===== src/rtl/stack_controller.sv =====
// Operand stack controller: top two entries in registers, deeper
// entries spill to a synchronous-read RAM with a one-cycle refill.
module stack_controller #(
  parameter int WIDTH  = 16,
  parameter int ADDR_W = 4
) (
  input  logic              CLK,
  input  logic              reset,
  input  logic              op_valid,
  output logic              op_ready,
  input  logic [2:0]        op,
  input  logic [WIDTH-1:0]  din,
  input  logic              clr_err,
  output logic [WIDTH-1:0]  top_of_stack,
  output logic [WIDTH-1:0]  second_of_stack,
  output logic [ADDR_W+1:0] depth,
  output logic              empty,
  output logic              full,
  output logic              err
);

  typedef logic [ADDR_W+1:0] dep_t;
  typedef logic [ADDR_W:0]   sp_t;

  localparam dep_t CAP   = dep_t'((1 << ADDR_W) + 2);
  localparam dep_t D_ONE = dep_t'(1);
  localparam dep_t D_TWO = dep_t'(2);
  localparam dep_t D_THR = dep_t'(3);

  typedef enum logic {IDLE, FILL} state_t;

  state_t           state_q, state_d;
  logic [WIDTH-1:0] top_q, top_d;
  logic [WIDTH-1:0] sec_q, sec_d;
  dep_t             depth_q, depth_d;
  sp_t              sp_q, sp_d;
  logic             err_q, err_d;
  logic             wr_en, rd_en;
  logic             legal;
  logic [WIDTH-1:0] rd_q;
  logic [WIDTH-1:0] ram [2**ADDR_W];

  logic [ADDR_W-1:0] wr_addr;
  logic [ADDR_W-1:0] rd_addr;

  logic is_push, is_pop, is_dup;
  logic is_swap, is_alu, is_repl;

  assign is_push = (op == 3'd1);
  assign is_pop  = (op == 3'd2);
  assign is_dup  = (op == 3'd3);
  assign is_swap = (op == 3'd4);
  assign is_alu  = (op == 3'd5);
  assign is_repl = (op == 3'd6);

  assign wr_addr = sp_q[ADDR_W-1:0];
  assign rd_addr = sp_q[ADDR_W-1:0] - 1'b1;

  always_comb begin
    legal = 1'b1;
    case (op)
      3'd1, 3'd3: legal = (depth_q < CAP);
      3'd2, 3'd6: legal = (depth_q >= D_ONE);
      3'd4, 3'd5: legal = (depth_q >= D_TWO);
      3'd7:       legal = 1'b0;
      default:    legal = 1'b1;
    endcase
  end

  always_comb begin
    state_d = state_q;
    top_d   = top_q;
    sec_d   = sec_q;
    depth_d = depth_q;
    sp_d    = sp_q;
    err_d   = err_q;
    wr_en   = 1'b0;
    rd_en   = 1'b0;
    if (clr_err) err_d = 1'b0;
    unique case (state_q)
      IDLE: begin
        if (op_valid) begin
          if (!legal) begin
            err_d = 1'b1;
          end else begin
            unique case (1'b1)
              is_push, is_dup: begin
                top_d   = is_push ? din : top_q;
                sec_d   = top_q;
                depth_d = depth_q + D_ONE;
                if (depth_q >= D_TWO) begin
                  wr_en = 1'b1;
                  sp_d  = sp_q + 1'b1;
                end
              end
              is_pop, is_alu: begin
                top_d   = is_pop ? sec_q : din;
                depth_d = depth_q - D_ONE;
                // second is refilled from RAM on the following edge
                if (depth_q >= D_THR) begin
                  rd_en   = 1'b1;
                  sp_d    = sp_q - 1'b1;
                  state_d = FILL;
                end else begin
                  sec_d = '0;
                end
              end
              is_swap: begin
                top_d = sec_q;
                sec_d = top_q;
              end
              is_repl: top_d = din;
              default: ;
            endcase
          end
        end
      end
      FILL: begin
        sec_d   = rd_q;
        state_d = IDLE;
      end
      default: state_d = IDLE;
    endcase
  end

  always_ff @(posedge CLK or posedge reset) begin
    if (reset) begin
      state_q <= IDLE;
      top_q   <= '0;
      sec_q   <= '0;
      depth_q <= '0;
      sp_q    <= '0;
      err_q   <= 1'b0;
    end else begin
      state_q <= state_d;
      top_q   <= top_d;
      sec_q   <= sec_d;
      depth_q <= depth_d;
      sp_q    <= sp_d;
      err_q   <= err_d;
    end
  end

  always_ff @(posedge CLK) begin
    if (wr_en) ram[wr_addr] <= sec_q;
    if (rd_en) rd_q <= ram[rd_addr];
  end

  assign op_ready        = (state_q == IDLE);
  assign top_of_stack    = top_q;
  assign second_of_stack = sec_q;
  assign depth           = depth_q;
  assign empty           = (depth_q == '0);
  assign full            = (depth_q == CAP);
  assign err             = err_q;

endmodule


===== config.mk =====
export PLATFORM = sky130hd
export DESIGN_NAME = stack_controller
export DESIGN_NICKNAME = d
export VERILOG_FILES = /design/src/rtl/stack_controller.sv
export SDC_FILE = /design/constraint.sdc
export NUM_CORES = 1
export LEC_CHECK = 0
export BUFFER_PORTS_ARGS = -buffer_cell sky130_fd_sc_hd__buf_2
export CAP_MARGIN = 20
export CORE_MARGIN = 2
export CORE_UTILIZATION = 50
export CTS_CLUSTER_DIAMETER = 200
export DETAILED_ROUTE_END_ITERATION = 7
export PLACE_DENSITY_LB_ADDON = 0.12
export SETUP_SLACK_MARGIN = 0.4
export SLEW_MARGIN = 20
export SYNTH_ARGS = -nofsm -noshare
export SYNTH_HDL_FRONTEND = slang
export SYNTH_SLANG_ARGS = --single-unit

===== constraint.sdc =====
create_clock -name CLK -period 4.5 [get_ports CLK]
set_clock_uncertainty 0.15 [all_clocks]
set_input_delay 0.225 -clock CLK [delete_from_list [all_inputs] [get_ports CLK]]
set_output_delay 0.225 -clock CLK [all_outputs]
set_load 0.005 [all_outputs]

==> run_results.csv, run 1 <==
group,metric,value,unit
placement,hpwl,16740,um
routing,wl_per_cell,25.87,um
sta,hold_viol,0,
finish,final_util,59.14,%
finish,final_layout_size_suffix_gt1_share,31.71,%
floorplanning,row_count,58,
worst_setup_path,path_delay_family,"multiplexers",
sta,tns,0,ns
finish,fillers,1828,
routing,drt-initial-drc-count,637,
routing,via_per_inst,6.044,
floorplanning,dieArea,26710,sq um
routing,dr.pass1.iters,5,
yosys,ys_seq_area_share,72.92,%
finish,final_common_cell,"edfxtp_1",
power,p_leak,5.147,nW
clock_network,cts_buffer_depth,3,
worst_setup_path,worst-r2r-setup-slack,1.14,ns
worst_setup_path,crit_type,"flop to flop",
sta,fin_ws,1.143,ns
hold_path,hp-class,"input port to flop",
routing,vias,6588,
worst_setup_path,critPathLaunchType,"flop",
clock_network,clkTransAtPathRegs,0.06,ns
hold_path,holdCritStartpoint,"op[2]",
clock_network,worstSkewPairLatency,0.50,ns
sta,rsz0062_at_grt,"no",
sta,worst_pin_slew,0.9451,ns
worst_setup_path,rr_startpoint,"sp_q[0]",
routing,antenna_left,0,
placement,pre_cts_ws,1.087,ns
clock_network,cts_resized,0,
clock_network,cts_hold_buffers,19,
worst_setup_path,cp_slowest_cell,"dfrtp_4",
placement,gp_congestion,0.7811,
worst_setup_path,critPathBufInv,2,
worst_setup_path,cp.depth,5,
yosys,synth.avg_cell_area,20.27,sq um
global_route,grt.total_usage,21.87,%
floorplanning,initial_core_util,50.77,%
sta,max_freq,297.9,MHz
yosys,synth_edf_count,272,
global_route,overflow,0,
yosys,syn_nets,662,
hold_path,hold_path_end,"depth[5]",
sta,setup_viol,0,
finish,final_cell_mix,"edfxtp_1 (272), mux4_2 (80), buf_2 (64)",
clock_network,cts.sinks,316,
yosys,synth-async-reset-ratio,13.92,%
yosys,yosys_warnings,0,
yosys,ys_types,46,
global_route,grt_pass1_wl,42210,um
worst_setup_path,r2r_cells,5,
sta,finalCriticalPeriod,3.357,ns
global_route,grt_start_max_net_pins,45,
floorplanning,core_area,25040,sq um
hold_path,holdPathStages,4,
outcome,status,"finished, final reports clean",
worst_setup_path,cp_max_fo,34,
worst_setup_path,crit_top_cell,"mux4_2",
clock_network,clockRootBuffer,"clkbuf_16",
yosys,synthCells,627,
clock_network,cts_tree,"done",
yosys,yosys_most_used_dff,"edfxtp_1",
finish,antennaDiodeCount,0,
power,powerDensity,671.0,nW/um^2
sta,relSlewSlack,36.90,%
worst_setup_path,path_cells,"inv_1 -> ha_2 -> buf_4 -> mux4_2 -> mux4_2",
flow_run,maxCapViolations,0,
sta,finalCritPeriodShare,74.60,%
global_route,antenna_found_initial,1,
floorplanning,die_w,163.4,um
floorplanning,ios,65,
worst_setup_path,r2r_end,"rd_q[6]",
sta,drv_slew,0,
worst_setup_path,max_stage_delay,0.85,ns
worst_setup_path,end_kind,"flop",
finish,nets,770,
floorplanning,die_y,163.4,um
clock_network,postCtsSetupRepairBufs,0,
routing,drt_wl_total,28200,um
yosys,mappedNetlistArea,12710,sq um
clock_network,cts_max_level,2,
routing,drcViolationCount,0,
global_route,grt_pass1_vias,6756,
yosys,synth-seq-cells,316,
power,irDropWorstVdd,0.0004027,V
placement,portBuffers,64,
worst_setup_path,cp.arrival,3.45,ns
finish,area_delta_synth_final,16.48,%
worst_setup_path,cp.required,4.59,ns
clock_network,numCtsBuffers,34,
-- power by group --
group          total, mW  switching (mW)  internal, mW
logic               2.72            1.20          1.52
clock network       2.64            1.08          1.57
registers           4.57           0.709          3.86
-- registers in the layout, summed over array words and instances (netlist names) --
name             cells
depth                6
err                  1
state_q              1
rd_q                16
top_of_stack        16
ram                256
second_of_stack     16
sp_q                 4
-- worst register-to-register path, stage by stage, from the launching register on --
cell and delay, ns:
dfrtp_4 0.85, inv_1 0.21, ha_2 0.52, buf_4 0.47, mux4_2 0.42, mux4_2 0.49
-- synthesized netlist by cell type (2+ instances only) --
library cell	count	share of area, %
nor4_1	5	0.25
xnor2_1	8	0.55
inv_1	12	0.35
mux2i_1	18	1.4
edfxtp_1	272	64
o31ai_1	2	0.12
nor3_1	12	0.47
nand2_1	5	0.15
mux4_2	80	14
a22o_1	16	1.1
buf_2	7	0.28
clkbuf_1	25	0.74
o21ai_0	2	0.079
nor2_1	15	0.44
nand2b_1	5	0.25
mux2_2	9	0.80
ha_1	11	1.1
mux2_1	10	0.89
dfrtp_1	44	8.7
a21oi_1	18	0.71
xor2_1	4	0.28
nand3_1	6	0.24
a31oi_1	18	0.89
-- per-stage QoR --
stage / area [sq um] / instances / hold WS (ns) / power [mW]
after global routing: 14810 / 1090 / 0.2225 / 10.42
after floorplan: 12710 / 627 / 0.2434 / 6.358
after global placement: 13550 / 1010 / 0.3246 / 7.247
final: 14810 / 1090 / 0.1845 / 9.935
after CTS: 14800 / 1090 / 0.1668 / 10.05
after detailed placement: 13550 / 1010 / 0.3396 / 7.386
-- layer usage --
layer / vias to the layer above / global-route usage, % / routed length [um]
li1: 2812 / - / -
met1: 3490 / 29.40 / 11830
met5: - / 0 / 0
met2: 247 / 36.94 / 14070
met4: 0 / 5.792 / 501
met3: 39 / 4.241 / 1802
-- how the worst max path moves through the flow --
stage | from | to | slack (ns)
final | sp_q[0] | rd_q[6] | 1.14
after global routing | sp_q[0] | rd_q[7] | 0.93
after CTS | sp_q[0] | rd_q[1] | 1.08
after detailed placement | sp_q[0] | rd_q[6] | 1.09
after global placement | sp_q[0] | rd_q[3] | 1.20
after floorplan | depth[1] | rd_q[0] | 0.71
-- final cells by class --
cell class | instances | area (sq um) | share of cell area [%]
sequential | 316 | 9273 | 62.63
multi-input combinational | 263 | 3311 | 22.36
clock buffer | 47 | 930.9 | 6.288
timing repair buffer | 108 | 710.7 | 4.800
tap | 330 | 412.9 | 2.789
clock inverter | 14 | 122.6 | 0.8282
inverter | 12 | 45.04 | 0.3042
-- cell families after synthesis --
| group | count (synthesis) | share of synthesized area, % |
|---|---|---|
| compound gates | 67 | 3.829 |
| xor+xnor | 12 | 0.8268 |
| fa+ha+maj | 12 | 1.240 |
| buf+inv | 48 | 1.663 |
| flops | 316 | 72.92 |
| mux | 117 | 17.28 |
| simple gates | 55 | 2.244 |
Power figures use the tool's default switching activity.
==> run 2, diff against run 1 <==
==> constraint.sdc (replaced) <==
create_clock -name CLK -period 3.3 [get_ports CLK]
set_clock_uncertainty 0.15 [all_clocks]
set_input_delay 0.165 -clock CLK [delete_from_list [all_inputs] [get_ports CLK]]
set_output_delay 0.165 -clock CLK [all_outputs]
set_load 0.005 [all_outputs]
==> run 2 against run 1 <==
Worst hold slack worse by 0.13 ns. Count of clock-buffer cells in the layout fell by 7. Maximum frequency rose by 19%. Sequential share of layout area shrank 1.2 points. Cell area up 2.0%. Combinational power is 54% higher.
==> run_results.csv, run 2 (synthesized netlist as in run 1, its figures left out) <==
group,metric,value,unit
outcome,status,"finished, final reports clean",
clock_network,cts.sinks,316,
placement,pre_cts_ws,0.1714,ns
worst_setup_path,critPathLaunchType,"flop",
global_route,grt_start_max_net_pins,65,
routing,vias,6769,
worst_setup_path,end_kind,"flop",
finish,fillers,1802,
floorplanning,initial_core_util,50.77,%
floorplanning,die_y,163.4,um
routing,drcViolationCount,0,
sta,hold_viol,0,
hold_path,hp-class,"input port to flop",
worst_setup_path,worst-r2r-setup-slack,0.49,ns
sta,drv_slew,0,
worst_setup_path,r2r_cells,5,
global_route,antenna_found_initial,2,
clock_network,clkTransAtPathRegs,0.06,ns
worst_setup_path,cp.arrival,2.96,ns
sta,finalCritPeriodShare,85.23,%
finish,antennaDiodeCount,0,
global_route,overflow,0,
power,irDropWorstVdd,0.0005952,V
floorplanning,die_w,163.4,um
hold_path,holdPathStages,4,
placement,gp_congestion,0.8308,
placement,dp_cells,1019,
placement,hpwl,18210,um
sta,max_freq,355.6,MHz
routing,wl_per_cell,27.02,um
sta,finalCriticalPeriod,2.813,ns
routing,drt-initial-drc-count,784,
global_route,grt_pass1_vias,6944,
floorplanning,row_count,58,
placement,portBuffers,64,
power,p_leak,5.249,nW
sta,relSlewSlack,28.46,%
finish,top_register,"ram",
floorplanning,ios,65,
finish,final_common_cell,"edfxtp_1",
worst_setup_path,crit_type,"flop to flop",
worst_setup_path,cp_max_fo,64,
floorplanning,core_area,25040,sq um
worst_setup_path,r2r_end,"rd_q[6]",
global_route,grt_pass1_wl,44570,um
clock_network,clockRootBuffer,"clkbuf_16",
routing,antenna_left,0,
flow_run,maxCapViolations,0,
sta,setup_viol,0,
sta,rsz0062_at_grt,"no",
power,powerDensity,920.9,nW/um^2
hold_path,hold_path_end,"depth[5]",
worst_setup_path,cp.required,3.44,ns
hold_path,holdCritStartpoint,"op[2]",
finish,largest_reg_flops,256,
routing,dr.pass1.iters,4,
finish,final_layout_size_suffix_gt1_share,35.87,%
clock_network,numCtsBuffers,31,
clock_network,cts_max_level,1,
sta,worst_pin_slew,1.071,ns
worst_setup_path,rr_startpoint,"sp_q[1]",
finish,instances_no_fill,1105,
routing,drt_wl_total,29860,um
floorplanning,dieArea,26710,sq um
clock_network,cts_tree,"done",
finish,final_cell_mix,"edfxtp_1 (272), mux4_2 (80), buf_2 (64)",
finish,nets,785,
finish,area_delta_synth_final,18.75,%
sta,tns,0,ns
clock_network,cts_buffer_depth,3,
clock_network,worstSkewPairLatency,0.55,ns
global_route,grt.total_usage,23.11,%
routing,via_per_inst,6.126,
sta,fin_ws,0.4875,ns
sta,holdWs,0.05786,ns
[run 2: changes by cell type in the layout (fill, tap and decap cells not counted), sizes merged]
cell / delta
inv: -1
bufinv: +2
clkinv: +2
clkbuf: -7
buf: +18
clkinvlp: +1
[run 2: where the power goes]
group | switching, mW | leakage, nW | internal [mW]
Sequential | 0.905 | 3.01 | 5.27
Clock | 1.44 | 0.507 | 2.10
Combinational | 2.00 | 1.73 | 2.19
Total | 4.35 | 5.25 | 9.55
[run 2: timing repair]
item | CTS | global route
hold endpoints to repair | 44 | 0
setup buffers | 8 | 1
pin swaps | 5 | 2
hold buffers | 19 | 0
resized for setup | 4 | 4
setup endpoints to repair | 136 | 112
[run 2: cell type report]
| cell class | count | area (sq um) | area share, % |
|---|---|---|---|
| inverters | 12 | 45.04 | 0.2984 |
| repair buffers | 126 | 920.9 | 6.101 |
| clock inverters | 18 | 190.2 | 1.260 |
| flip-flops and latches | 316 | 9278 | 61.46 |
| clock buffers | 40 | 839.6 | 5.562 |
| multi-input cells | 263 | 3408 | 22.58 |
| well taps | 330 | 412.9 | 2.735 |
[run 2: worst max path at each step]
| stage | from | to | slack (ns) |
|---|---|---|---|
| floorplan | depth[1] | ram[7][0] | 0.35 |
| global placement | depth[1] | ram[3][13] | 0.29 |
| detailed placement | depth[1] | ram[0][3] | 0.17 |
| CTS | sp_q[1] | rd_q[6] | 0.46 |
| global route | sp_q[1] | rd_q[8] | 0.43 |
| finish | sp_q[1] | rd_q[6] | 0.49 |
[run 2: worst max-delay path, cell delays in order (launching register included)]
cell and delay, ns:
dfrtp_1 0.56, inv_1 0.15, ha_2 0.37, buf_12 0.33
mux4_2 0.44, mux4_2 0.49
[run 2: metal layers]
metal | global-route usage (%) | vias up | share of wire (%)
li1 | - | 2846 | -
met1 | 34.78 | 3587 | 43
met2 | 36.36 | 306 | 48
met3 | 3.682 | 30 | 8.1
met4 | 4.706 | 0 | 1.4
met5 | 0 | - | 0
[run 2: metrics by stage]
step | utilization, % | instance area (sq um) | power [mW]
2_1_floorplan | - | 12800 | 8.789
3_3_place_gp | 54.79 | 13720 | 10.27
3_5_place_dp | 54.79 | 13720 | 10.37
4_1_cts | 60.19 | 15070 | 13.96
5_1_grt | 60.29 | 15090 | 14.50
6_report | 60.29 | 15090 | 13.90
==> run 3, diff against run 2 <==
--- a/config.mk
+++ b/config.mk
@@ -7,6 +7,7 @@
 export LEC_CHECK = 0
 export BUFFER_PORTS_ARGS = -buffer_cell sky130_fd_sc_hd__buf_2
 export CAP_MARGIN = 20
+export CORE_ASPECT_RATIO = 1.1
 export CORE_MARGIN = 2
 export CORE_UTILIZATION = 50
 export CTS_CLUSTER_DIAMETER = 200
==> run 3 against run 2 <==
Register-to-register slack better by 0.02 ns. Power down 2.9%. Cell area down 0.87%. Critical endpoint is now second_of_stack[10].
==> run_results.csv, run 3 (synthesized netlist as in run 1, its figures left out) <==
group,metric,value,unit
power,switching_share,30.44,%
clock_network,cts.sinks,316,
worst_setup_path,end_kind,"flop",
floorplanning,core_area,25110,sq um
global_route,grt.total_usage,21.82,%
placement,hpwl,17410,um
finish,fillers,1819,
finish,antennaDiodeCount,0,
sta,tns,0,ns
global_route,grt_pass1_wl,42540,um
power,finalPower,13.49,mW
power,irDropWorstVdd,0.0004686,V
global_route,grt_pass1_vias,6800,
sta,rsz0062_at_grt,"no",
placement,portBuffers,64,
worst_setup_path,rr_startpoint,"depth[2]",
finish,final_layout_size_suffix_gt1_share,35.71,%
worst_setup_path,critPathBufInv,1,
sta,finalCriticalPeriod,2.794,ns
clock_network,worstSkewPairLatency,0.56,ns
worst_setup_path,cp.arrival,3.07,ns
worst_setup_path,r2r_cells,6,
finish,top_register,"ram",
routing,drt-initial-drc-count,535,
worst_setup_path,crit_start,"depth[2]",
routing,drcViolationCount,0,
power,powerDensity,901.7,nW/um^2
routing,wl_per_cell,26.02,um
floorplanning,die_w,156.0,um
power,p_int,9.385,mW
finish,nets,784,
sta,setup_viol,0,
finish,area_delta_synth_final,17.72,%
placement,gp_congestion,0.8804,
worst_setup_path,path_cells,"or4_4 -> o311ai_4 -> and3_4 -> o31a_1 -> buf_6 -> mux2_2",
worst_setup_path,cp.required,3.57,ns
worst_setup_path,cp_slowest_cell,"or4_4",
power,power.net_switching,4.108,mW
finish,final_cell_mix,"edfxtp_1 (272), mux4_2 (80), buf_2 (64)",
worst_setup_path,r2r_end,"second_of_stack[10]",
outcome,status,"finished, final reports clean",
floorplanning,dieArea,26710,sq um
sta,max_freq,357.9,MHz
finish,largest_reg_flops,256,
clock_network,cts_buffer_depth,3,
global_route,grt_start_max_net_pins,38,
routing,vias,6603,
power,combPwrFrac,29.5,%
sta,relSlewSlack,33.37,%
floorplanning,row_count,61,
global_route,antenna_found_initial,0,
worst_setup_path,crit_type,"flop to flop",
sta,drv_slew,0,
worst_setup_path,worstSetupEndpoint,"second_of_stack[10]",
sta,worst_pin_slew,0.9994,ns
sta,finalCritPeriodShare,84.67,%
routing,via_per_inst,6.069,
worst_setup_path,path_delay_family,"simple AND/OR/NAND/NOR gates",
finish,final_util,59.59,%
floorplanning,initial_core_util,50.62,%
floorplanning,die_y,171.2,um
worst_setup_path,critPathLaunchType,"flop",
routing,antenna_left,0,
power,power_frac_seq,45.1,%
worst_setup_path,cp_max_fo,16,
clock_network,cts_max_level,1,
hold_path,hp-class,"input port to flop",
worst_setup_path,worst-r2r-setup-slack,0.51,ns
clock_network,clkTransAtPathRegs,0.07,ns
flow_run,maxCapViolations,0,
worst_setup_path,max_stage_delay,0.60,ns
power,p_leak,5.214,nW
global_route,overflow,0,
routing,drt_wl_total,28310,um
routing,dr.pass1.iters,5,
clock_network,numCtsBuffers,31,
floorplanning,ios,65,
power,pwr-share-clk,25.5,%
worst_setup_path,cp.depth,6,
clock_network,clockRootBuffer,"clkbuf_16",
clock_network,cts_tree,"done",
sta,hold_viol,0,
finish,final_common_cell,"edfxtp_1",
-- run 3: layer usage --
metal  track usage (%)  routed length, um
met3             3.301               1561
met2             36.15              14160
met4             6.502                711
met1             30.56              11880
met5                 0                  0
-- run 3: layout make-up --
| class | count | area (sq um) | share of cell area (%) |
|---|---|---|---|
| repair buffers | 125 | 887.1 | 5.929 |
| clock inverters | 21 | 186.4 | 1.246 |
| well taps | 315 | 394.1 | 2.634 |
| inverters | 12 | 45.04 | 0.3010 |
| multi-input cells | 263 | 3372 | 22.54 |
| clock buffers | 36 | 804.5 | 5.377 |
| flip-flops and latches | 316 | 9274 | 61.98 |
-- run 3: power by group through the flow --
stage	Sequential [mW]	Clock [mW]	Combinational, mW
after floorplan	5.79	0	3.00
after global placement	6.11	0	3.97
after detailed placement	6.17	0	4.01
after CTS	6.09	3.50	4.04
after global routing	6.19	3.67	4.28
final	6.08	3.43	3.97
-- run 3: how the worst min path moves through the flow --
stage | start | endpoint | cells after the start
after floorplan | clr_err | err | 2
after global placement | reset | top_of_stack[13] | 2
after detailed placement | reset | second_of_stack[14] | 2
after CTS | op[2] | depth[5] | 4
after global routing | op[2] | depth[5] | 4
final | op[2] | depth[5] | 4
-- run 3: repair_timing --
item                       CTS  global route
gates resized for setup      0             7
setup buffers                0             0
setup endpoints to repair    0           128
hold buffers                19             0
hold endpoints to repair    50             0
-- run 3: tightest hold or removal path, cell delays in order --
cell	delay, ns
buf_2	0.15
a211o_1	0.22
a2111oi_2	0.07
xor2_1	0.12
-- run 3: through the flow --
step	cells	cell area (sq um)	hold slack (ns)	setup slack, ns
floorplan	627	12800	0.1834	0.3481
finish	1088	14960	0.08465	0.5058
detailed placement	1012	13760	0.2255	0.4971
global placement	1012	13760	0.2147	0.5336
global route	1088	14960	0.07800	0.4257
CTS	1088	14940	0.04402	0.4479
